===== config.mk =====
export PLATFORM = sky130hd
export DESIGN_NAME = gray_ptr_flag_ctrl
export DESIGN_NICKNAME = d
export VERILOG_FILES = /design/src/rtl/gray_ptr_flag_ctrl.sv
export SDC_FILE = /design/constraint.sdc
export NUM_CORES = 1
export LEC_CHECK = 0
export ABC_AREA = 0
export BUFFER_PORTS_ARGS = -buffer_cell sky130_fd_sc_hd__buf_2
export CAP_MARGIN = 25
export CORE_MARGIN = 5
export CORE_UTILIZATION = 45
export DETAILED_ROUTE_END_ITERATION = 7
export PLACE_DENSITY = 0.76
export SLEW_MARGIN = 20
export SYNTH_ARGS = -nofsm -noshare
export SYNTH_HDL_FRONTEND = slang
export SYNTH_SLANG_ARGS = --single-unit

===== constraint.sdc =====
create_clock -name clk -period 2.5 [get_ports clk]
set_clock_uncertainty 0.05 [all_clocks]
set_input_delay 0.375 -clock clk [delete_from_list [all_inputs] [get_ports clk]]
set_output_delay 0.375 -clock clk [all_outputs]
set_load 0.03 [all_outputs]

===== src/rtl/gray_ptr_flag_ctrl.sv =====
// Per-domain async-FIFO pointer/flag controller: binary + Gray pointer, full or empty flag, level, almost, err.
// Latency: an accepted inc updates ptr/addr/flag/level/almost on the same clock edge; all outputs registered.
// Backpressure: inc is ignored while flag is set (pointer held) and err pulses for one cycle instead.
module gray_ptr_flag_ctrl #(
  parameter int ADDR_W   = 4,
  parameter bit IS_WRITE = 1'b1
) (
  input  logic              clk,
  input  logic              rst_n,
  input  logic              inc,
  input  logic [ADDR_W:0]   remote_ptr,
  input  logic [ADDR_W:0]   thresh,
  output logic [ADDR_W:0]   ptr,
  output logic [ADDR_W-1:0] addr,
  output logic              flag,
  output logic              almost,
  output logic [ADDR_W:0]   level,
  output logic              err
);

  localparam int PTR_W = ADDR_W + 1;

  logic [PTR_W-1:0] bin;
  logic [PTR_W-1:0] bin_nxt;
  logic [PTR_W-1:0] g_nxt;
  logic [PTR_W-1:0] remote_bin;
  logic [PTR_W-1:0] level_nxt;
  logic [PTR_W-1:0] full_pat;
  logic             inc_ok;
  logic             flag_nxt;
  logic             almost_nxt;

  // Gray to binary: each binary bit is the XOR of all Gray bits at or above it.
  function automatic logic [PTR_W-1:0] gray2bin(input logic [PTR_W-1:0] g);
    logic [PTR_W-1:0] b;
    b[PTR_W-1] = g[PTR_W-1];
    for (int i = PTR_W - 2; i >= 0; i--) begin
      b[i] = b[i+1] ^ g[i];
    end
    return b;
  endfunction

  // Next pointer values, remote pointer decode, and next flag/level/almost.
  always_comb begin
    inc_ok     = inc & ~flag;
    bin_nxt    = bin + PTR_W'(inc_ok);
    g_nxt      = bin_nxt ^ (bin_nxt >> 1);
    remote_bin = gray2bin(remote_ptr);
    // Full when the writer is exactly one lap ahead: top two Gray bits inverted, rest equal.
    full_pat   = {~remote_ptr[PTR_W-1:PTR_W-2], remote_ptr[PTR_W-3:0]};
    flag_nxt   = 1'b0;
    level_nxt  = '0;
    almost_nxt = 1'b0;
    if (IS_WRITE) begin
      flag_nxt   = (g_nxt == full_pat);
      level_nxt  = bin_nxt - remote_bin;
      almost_nxt = (level_nxt >= thresh);
    end else begin
      flag_nxt   = (g_nxt == remote_ptr);
      level_nxt  = remote_bin - bin_nxt;
      almost_nxt = (level_nxt <= thresh);
    end
  end

  // State and output registers; read side resets to empty/almost_empty.
  always_ff @(posedge clk or negedge rst_n) begin
    if (!rst_n) begin
      bin    <= '0;
      ptr    <= '0;
      addr   <= '0;
      level  <= '0;
      err    <= 1'b0;
      flag   <= ~IS_WRITE;
      almost <= ~IS_WRITE;
    end else begin
      bin    <= bin_nxt;
      ptr    <= g_nxt;
      addr   <= bin_nxt[ADDR_W-1:0];
      level  <= level_nxt;
      err    <= inc & flag;
      flag   <= flag_nxt;
      almost <= almost_nxt;
    end
  end

endmodule


==> key figures, run 1 <==
Clock tree
  • CTS tree: done
  • CTS root buf: clkbuf_4
  • Clk buf depth: 2
  • Clk slew on worst S/H paths: 0.11 ns
  • Worst skew pair latency: 0.30 ns
  • H-Tree Depth: 1
  • Clock Sinks: 17
  • CTS buffer count: 3

Die
  • Die W: 58.2 µm
  • Chip height: 58.2 µm
  • Die area: 3390 µm²
  • Core Area: 2210 µm²
  • Ports: 30
  • FP Rows: 17
  • Initial Util: 47.3%

Finish
  • Fin nets: 169
  • Final cell count without fillers: 171
  • N_diodes: 0
  • Share of cells above drive strength 1: 48.3%
  • Filler instances: 180
  • Area growth, synth to finish: 43.2%

Routing
  • Remaining DRCs: 0
  • Vias per cell: 4.64
  • Vias: 793
  • Iteration count of the initial detailed-routing pass: 4
  • Post-DR wirelength/cell: 12.2 µm
  • DRT iter0 DRCs: 2
  • Final ANT Viol Nets: 0
  • WL final: 2090 µm

Setup path
  • Worst setup SP type: input port
  • CP max FO: 2
  • Req. time, crit path: 2.66 ns
  • Worst setup EP type: flip-flop
  • WP data arrival: 2.74 ns
  • Critical path class: input port to flip-flop

Global routing
  • GRT Residual Overflow: 0
  • Vias in the first global route: 809
  • First-pass GRT wire length: 3380 µm
  • Overall Global Routing Usage: 13.3%
  • Initial antenna violation count: 0
  • Pin count of the biggest net entering global routing: 18

Logic synthesis
  • Yosys top cell by area: dfrtp_1
  • Synth top area share: 40.7%
  • Ys async rst share: 100%
  • Mapped Area: 1050 µm²
  • Library cells used by synthesis: 28
  • Register area share after synthesis: 40.7%
  • Syn Inst Count: 95
  • #FFs+latches synth: 17
  • Synth warnings: 0
  • EDFF count, synth: 0
  • Syn Nets: 120
  • Synth top area cells: dfrtp_1 41%, xnor2_1 13%, ha_1 13%
  • Commonest cells post-synth: 17 x dfrtp_1, 16 x xnor2_1, 11 x ha_1, 11 x inv_1, 6 x a21o_1
  • Syn avg cell area: 11.0 µm²
  • Most common cell in the netlist: dfrtp_1
  • Commonest register cell after synthesis: dfrtp_1

STA
  • Final period util: 104%
  • RSZ-0062 raised after global routing: true
  • Setup violations, final: 1
  • Achievable Freq: 386 MHz
  • Crit path time final: 2.59 ns
  • Final hold viol count: 0
  • Fin. max-slew vios: 0
  • Max_slew headroom: 73.9%
  • Worst slew pin tran: 0.392 ns
  • Setup WS post-layout: -0.0894 ns

Run status
  • Failing checks: negative setup slack
  • Status: complete, but fails checks

Place
  • Hpwl dp: 1580 µm
  • # port buffers: 29
  • RePlAce Congestion: 0.751
  • Placed cells: 162

Flow run
  • Maximum Capacitance Violations: 0

Min path
  • Min-Delay Path Class: input port to flip-flop
[through the flow]
stage	setup WS (ns)	hold WS [ns]	utilization [%]	cell area [µm²]	TNS, ns
2_1_floorplan	-0.349	0.0294	-	1070	-0.349
3_3_place_gp	-0.566	0.265	60.1	1330	-0.566
3_5_place_dp	-0.675	0.267	60.1	1330	-0.768
4_1_cts	-0.161	0.241	64.1	1420	-0.161
5_1_grt	-0.173	0.254	67.7	1500	-0.173
6_report	-0.0894	0.251	67.7	1500	-0.0894
[final cells by class]
class                      count  area, µm²  share of cell area [%]
timing repair buffer          47        303                    20.2
sequential                    17        427                    28.5
tap                           28       35.0                    2.34
multi-input combinational     62        657                    43.9
inverter                      13       48.8                    3.26
clock inverter                 1       5.00                   0.334
clock buffer                   3       22.5                    1.50
[state kept, by name, summed over array words and instances, names as in the netlist]
signal / count
almost: 1
flag: 1
addr: 3
bin: 2
ptr: 4
err: 1
level: 5
[routing by layer]
layer  GRT usage, %  part of all wire [%]  up-vias
met5              0                     0        -
met4           2.98                   1.4        0
met3           4.68                   5.5        4
met2           22.4                    53       19
met1           16.2                    40      370
li1               -                     -      400
[path summary, 6_finish.rpt]
kind / startpoint / slack, ns / cells after the start / to
worst max-delay path: remote_ptr[4] / -0.09 / 13 / almost$_DFF_PN0_
worst min-delay path: inc / 0.25 / 2 / err$_DFF_PN0_
worst max register to register: flag$_DFF_PN0_ / -0.05 / 11 / almost$_DFF_PN0_
worst min register to register: bin[4]$_DFF_PN0_ / 0.54 / 1 / ptr[3]$_DFF_PN0_
max in group asynchronous: rst_n / 1.64 / 2 / flag$_DFF_PN0_
min in group asynchronous: rst_n / 0.46 / 2 / level[2]$_DFF_PN0_
[critical path: stages]
cell     delay (ns)
buf_8          0.10
xnor2_4        0.18
xor2_2         0.22
xor2_2         0.19
xnor2_1        0.16
ha_2           0.22
fa_2           0.44
inv_2          0.08
ha_4           0.19
a21o_1         0.14
a21o_1         0.15
a21o_1         0.14
a21o_1         0.14
[cell families (layout without fill, tap and decap cells)]
group           count (synthesis)  count (layout)  synth area share, %
fa+ha+maj                      12              12                 15.1
xor+xnor                       22              22                 20.2
compound gates                 12              12                 7.42
flops                          17              17                 40.7
simple gates                   16              16                 10.3
buf+inv                        16              64                 6.34
[timing repair]
action                     in CTS  in global routing
resized for setup               9                 10
setup buffers                   2                  2
setup endpoints to repair       1                  1
gates cloned                    0                  0
hold buffers                    1                  0
pin swaps                      12                 10
hold endpoints to repair       17                  0
[layout by cell type, fill, tap and decap left out, types with 3 or more instances in the layout]
cell and n:
xnor2_1 14, xor2_2 3, a21oi_1 3, ha_4 3, buf_2 27, dfrtp_1 16
a21o_1 6, ha_1 7, inv_1 10, clkbuf_4 3, inv_2 3, buf_4 17
Power of run 1 is left out: the tool's default activity adds up to more than one toggle a clock period on the data nets, which glitch-free logic cannot reach.
==> run 2, diff against run 1 <==
--- a/config.mk
+++ b/config.mk
@@ -12,6 +12,8 @@
 export CORE_UTILIZATION = 45
 export DETAILED_ROUTE_END_ITERATION = 7
 export PLACE_DENSITY = 0.76
+export RECOVER_POWER = 25
+export SETUP_SLACK_MARGIN = 0.02
 export SLEW_MARGIN = 20
 export SYNTH_ARGS = -nofsm -noshare
 export SYNTH_HDL_FRONTEND = slang
==> run 2 against run 1 <==
- the flow still finishes with violations (negative setup slack)
- die area unchanged
- register-to-register slack about the same
- critical endpoint unchanged
- routed wire length fell by 0.14%
- non-clock buffer count unchanged
- maximum frequency did not move
- largest cell class unchanged
- sequential share of layout area is essentially flat
- core utilization down 0.056 points
- highest routed layer unchanged
==> key figures, run 2 (synthesis results as in run 1) <==
Run status
  • Status: complete, but fails checks
  • Failing checks: negative setup slack

Setup path
  • Worst setup SP type: input port
  • Req. time, crit path: 2.66 ns (about the same)
  • Critical path class: input port to flip-flop
  • R2R Path End: almost$_DFF_PN0_
  • Largest stage delay on the critical path: 0.44 ns (about the same)
  • R2R depth: 11 (unchanged)
  • Slowest CP cell: fa_2
  • Most used cell, CP: a21o_1
  • FF-to-FF setup slack: -0.05 ns (about the same)
  • Critical Path End: almost$_DFF_PN0_
  • WP data arrival: 2.74 ns (about the same)
  • CP max FO: 2 (unchanged)
  • Cell breakdown of the critical path: buf_8 -> xnor2_4 -> xor2_2 -> xor2_2 -> xnor2_1 -> ha_2 -> fa_2 -> inv_2 -> ha_4 -> a21o_1 -> a21o_1 -> a21o_1 -> a21o_1
  • Critical path origin: remote_ptr[4]
  • RR Startpoint: flag$_DFF_PN0_
  • Worst setup EP type: flip-flop

STA
  • Crit path time final: 2.59 ns (unchanged)
  • Worst slew pin tran: 0.936 ns (+0.545 ns)
  • Final period util: 104% (unchanged)
  • RSZ-0062 raised after global routing: true
  • Achievable Freq: 386 MHz (unchanged)
  • Setup WS post-layout: -0.0894 ns (unchanged)
  • Smallest hold slack: 0.251 ns (-0.0000500 ns)
  • Fin. max-slew vios: 0 (unchanged)
  • Max_slew headroom: 37.6% (-36 points)
  • Setup violations, final: 1 (unchanged)
  • Final hold viol count: 0 (unchanged)

Finish
  • Area growth, synth to finish: 43.1% (about the same)
  • Filler instances: 181 (+0.56%)
  • Commonest non-fill, non-tap cell in the layout: buf_2
  • Largest register by flop count: level
  • Max FFs per register: 5 (unchanged)
  • Top Registers: level: 5 flops, ptr: 4 flops, addr: 3 flops
  • Fin nets: 169 (unchanged)
  • N_diodes: 0 (unchanged)
  • Share of cells above drive strength 1: 47.6% (-0.70 points)
  • Most frequent cells in the layout: 26 x buf_2, 16 x dfrtp_1, 16 x buf_4

Routing
  • Remaining DRCs: 0 (unchanged)
  • Final ANT Viol Nets: 0 (unchanged)
  • Vias per cell: 4.64 (unchanged)
  • Iteration count of the initial detailed-routing pass: 4 (unchanged)
  • DRT iter0 DRCs: 2 (unchanged)
  • Vias: 793 (unchanged)
  • WL final: 2090 µm (-0.14%)
  • Post-DR wirelength/cell: 12.2 µm (-0.14%)

Clock tree
  • CTS root buf: clkbuf_4
  • Clk buf depth: 2 (unchanged)
  • Clock Sinks: 17 (unchanged)
  • H-Tree Depth: 1 (unchanged)
  • Clk slew on worst S/H paths: 0.11 ns (about the same)
  • CTS buffer count: 3 (unchanged)
  • CTS tree: done
  • Worst skew pair latency: 0.30 ns (about the same)

Place
  • # port buffers: 29 (unchanged)
  • Hpwl dp: 1580 µm (unchanged)
  • RePlAce Congestion: 0.751 (unchanged)

Die
  • Initial Util: 47.3% (unchanged)
  • Die area: 3390 µm² (unchanged)
  • Ports: 30 (unchanged)
  • FP Rows: 17 (unchanged)
  • Die W: 58.2 µm (unchanged)
  • Core Area: 2210 µm² (unchanged)
  • Chip height: 58.2 µm (unchanged)

Min path
  • Min-Delay Path Class: input port to flip-flop
  • Hold path cells: 2 (unchanged)

Global routing
  • Overall Global Routing Usage: 13.3% (unchanged)
  • Pin count of the biggest net entering global routing: 18 (unchanged)
  • First-pass GRT wire length: 3380 µm (unchanged)
  • Vias in the first global route: 809 (unchanged)
  • Initial antenna violation count: 0 (unchanged)
  • GRT Residual Overflow: 0 (unchanged)

Flow run
  • Maximum Capacitance Violations: 0 (unchanged)
-- run 2: cell types whose count changed in the layout (fill, tap and decap cells not counted) --
cell	previous run	this run
buf_2	27	26
buf_4	17	16
clkbuf_1	0	1
clkbuf_4	3	4
-- run 2: worst max-delay path, delay by kind of cell --
family,cells,cell delay [ns]
buffers and inverters,2,0.18
adders and majority gates,3,0.85
AOI/OAI and AO/OA,4,0.57
xor gates and xnor gates,4,0.75
-- run 2: through the flow --
step           setup TNS, ns  area (µm²)  instances  utilization, %  setup slack (ns)
2_1_floorplan         -0.349        1070         95               -            -0.349
3_3_place_gp          -0.566        1330        162            60.1            -0.566
3_5_place_dp          -0.768        1330        162            60.1            -0.675
4_1_cts               -0.161        1420        169            64.1            -0.161
5_1_grt               -0.173        1500        171            67.6            -0.173
6_report             -0.0894        1500        171            67.6           -0.0894
-- run 2: layout make-up --
cell class	instances	area, µm²	area share (%)
clock buffers	3	22.5	1.51
clock inverters	1	5.00	0.334
inverters	13	48.8	3.26
multi-input cells	62	657	43.9
flip-flops and latches	17	427	28.5
well taps	28	35.0	2.34
repair buffers	47	302	20.2
-- run 2: worst min path at each step --
stage          start                end  slack (ns)
2_1_floorplan  rst_n  addr[0]$_DFF_PN0_        0.03
3_3_place_gp   rst_n      err$_DFF_PN0_        0.27
3_5_place_dp   rst_n      err$_DFF_PN0_        0.27
4_1_cts          inc      err$_DFF_PN0_        0.24
5_1_grt          inc      err$_DFF_PN0_        0.25
6_report         inc      err$_DFF_PN0_        0.25
-- run 2: what timing repair did --
| item | 4_1_cts | 5_1_grt |
|---|---|---|
| resized for setup | 9 | 10 |
| buffers inserted | 2 | 2 |
| endpoints found under the hold margin | 17 | 0 |
| setup endpoints to repair | 1 | 1 |
| pin swaps | 12 | 10 |
| hold buffers | 1 | 0 |
-- run 2: layer usage --
layer  global-route usage, %  share of wire (%)  up-vias
met5                       0                  0        -
met4                    2.98                1.4        0
met3                    4.68                5.5        4
met2                    22.4                 53       19
met1                    16.2                 40      370
li1                        -                  -      400
Power of run 2 is left out for the same reason.
==> run 3, diff against run 2 <==
--- a/config.mk
+++ b/config.mk
@@ -8,7 +8,6 @@
 export ABC_AREA = 0
 export BUFFER_PORTS_ARGS = -buffer_cell sky130_fd_sc_hd__buf_2
 export CAP_MARGIN = 25
-export CORE_MARGIN = 5
 export CORE_UTILIZATION = 45
 export DETAILED_ROUTE_END_ITERATION = 7
 export PLACE_DENSITY = 0.76
==> run 3 against run 2 <==
- the run still ends with negative setup slack left
- global-route usage is 6.3 points higher
- count of clock-buffer cells in the layout is 1 higher
- worst hold slack worse by 0.0053 ns
- sequential cell count stayed put
- cell area is 0.59% lower
- setup slack worse by 0.072 ns
- cell count is 0.58% lower
- critical path depth stayed put
- core utilization is 0.26 points higher
- sequential share of layout area is 0.17 points higher
- routed wire length is 3.9% higher
==> key figures, run 3 (synthesis results as in run 1) <==
Min path
  • Worst hold start: inc
  • Hold EP: err$_DFF_PN0_
  • Hold path cells: 2 (unchanged)
  • Min-Delay Path Class: input port to flip-flop

Finish
  • Max FFs per register: 5 (unchanged)
  • Fin nets: 168 (-0.59%)
  • Most frequent cells in the layout: 26 x buf_2, 16 x dfrtp_1, 15 x buf_4
  • Finished Core Util: 67.9% (+0.26 points)
  • Largest register by flop count: level
  • Share of cells above drive strength 1: 46.5% (-1.1 points)
  • Top Registers: level: 5 flops, ptr: 4 flops, addr: 3 flops
  • N_diodes: 0 (unchanged)
  • Commonest non-fill, non-tap cell in the layout: buf_2
  • Final instance area: 1490 µm² (-0.59%)
  • Area growth, synth to finish: 42.2%

Routing
  • Iteration count of the initial detailed-routing pass: 4 (unchanged)
  • WL final: 2170 µm (+3.9%)
  • Vias per cell: 4.75 (+2.5%)
  • Final ANT Viol Nets: 0 (unchanged)
  • Remaining DRCs: 0 (unchanged)
  • DRT iter0 DRCs: 7 (+5)
  • Max layer used: met4
  • Met2 WL: 1070 µm (-2.5%)
  • Post-DR wirelength/cell: 12.7 µm (+4.5%)
  • M1 WL: 953 µm (+13%)
  • Vias: 808 (+1.9%)
  • Met3 Routed Length: 99 µm (-13%)

STA
  • Worst slew pin tran: 0.949 ns (+0.0126 ns)
  • Final hold viol count: 0 (unchanged)
  • Achievable Freq: 376 MHz (-2.7%)
  • Post-Route Setup TNS: -0.162 ns (-0.0722 ns)
  • Max_slew headroom: 36.7% (-0.84 points)
  • Final period util: 106% (+2.9 points)
  • RSZ-0062 raised after global routing: true
  • Fin. max-slew vios: 0 (unchanged)
  • Setup violations, final: 1 (unchanged)
  • Crit path time final: 2.66 ns (+0.0722 ns)
  • Setup WS post-layout: -0.162 ns (-0.0722 ns)

Clock tree
  • Clk buf depth: 2 (unchanged)
  • CTS tree: done
  • Clock Sinks: 17 (unchanged)
  • Clk slew on worst S/H paths: 0.10 ns (about the same)
  • CTS buffer count: 3 (unchanged)
  • Worst skew pair latency: 0.30 ns (about the same)
  • CTS root buf: clkbuf_4
  • H-Tree Depth: 1 (unchanged)

Setup path
  • Worst setup EP type: flip-flop
  • Req. time, crit path: 2.65 ns (about the same)
  • R2R Path End: almost$_DFF_PN0_
  • Critical path class: input port to flip-flop
  • RR Startpoint: flag$_DFF_PN0_
  • WP data arrival: 2.82 ns (+0.08 ns)
  • Worst setup SP type: input port
  • R2R depth: 11 (unchanged)
  • FF-to-FF setup slack: -0.12 ns (-0.07 ns)
  • CP max FO: 3 (+1)

Global routing
  • GRT Residual Overflow: 0 (unchanged)
  • Overall Global Routing Usage: 19.5% (+6.3 points)
  • First-pass GRT wire length: 3510 µm (+3.7%)
  • Vias in the first global route: 802 (-0.87%)
  • Initial antenna violation count: 0 (unchanged)
  • Pin count of the biggest net entering global routing: 18 (unchanged)

Die
  • Die area: 2520 µm² (-26%)
  • Chip height: 50.2 µm (-14%)
  • Initial Util: 47.7% (+0.46 points)
  • FP Rows: 17 (unchanged)
  • Core Area: 2190 µm² (-0.96%)
  • Die W: 50.2 µm (-14%)
  • Ports: 30 (unchanged)

Place
  • Hpwl dp: 1570 µm (-0.39%)
  • RePlAce Congestion: 0.807 (+7.5%)
  • # port buffers: 29 (unchanged)
  • Post-Place Cell Area: 1320 µm² (-0.56%)
  • Placement Setup Slack: -0.693 ns (-0.0177 ns)

Flow run
  • Maximum Capacitance Violations: 0 (unchanged)

Run status
  • Status: complete, but fails checks
  • Failing checks: negative setup slack
[run 3: changes by cell type in the layout (fill, tap and decap cells not counted)]
| cell | delta |
|---|---|
| buf_4 | -1 |
| clkinv_2 | -1 |
| clkbuf_1 | +1 |
[run 3: stage by stage]
step                instances  hold WS [ns]
floorplan                  95        0.0294
global placement          161         0.261
detailed placement        161         0.270
CTS                       167         0.230
global route              170         0.236
finish                    170         0.246
[run 3: repair_timing]
item | in CTS | in global routing
resized for setup | 12 | 7
hold endpoints to repair | 17 | 0
pin swaps | 11 | 7
gates cloned | 0 | 0
buffers inserted | 1 | 3
hold buffers | 1 | 0
setup endpoints to repair | 1 | 1
[run 3: routing by layer]
metal	track usage (%)	up-vias
li1	-	398
met3	2.73	3
met5	0	-
met1	24.9	383
met2	32.0	24
met4	10.0	0
[run 3: critical path: stages]
cell and delay, ns:
buf_8 0.10, xnor2_4 0.18, xor2_2 0.21, xor2_2 0.22
xnor2_1 0.15, ha_2 0.22, fa_2 0.45, inv_2 0.10
ha_4 0.20, a21o_1 0.17, a21o_1 0.15, a21o_1 0.15
a21o_1 0.14
[run 3: cell type report]
| cell class | instances | area [µm²] |
|---|---|---|
| fill | 167 | 703 |
| multi-input combinational | 62 | 657 |
| sequential | 17 | 427 |
| timing repair buffer | 46 | 294 |
| inverter | 13 | 48.8 |
| tap | 28 | 35.0 |
| clock buffer | 4 | 26.3 |
[run 3: how the worst max path moves through the flow]
stage,startpoint,endpoint,slack [ns],cells after the start
after floorplan,remote_ptr[4],almost$_DFF_PN0_,-0.35,12
after global placement,remote_ptr[4],almost$_DFF_PN0_,-0.56,13
after detailed placement,remote_ptr[4],almost$_DFF_PN0_,-0.69,13
after CTS,remote_ptr[3],almost$_DFF_PN0_,-0.16,13
after global routing,remote_ptr[4],almost$_DFF_PN0_,-0.24,13
final,remote_ptr[4],almost$_DFF_PN0_,-0.16,13
Power of run 3 is left out for the same reason.
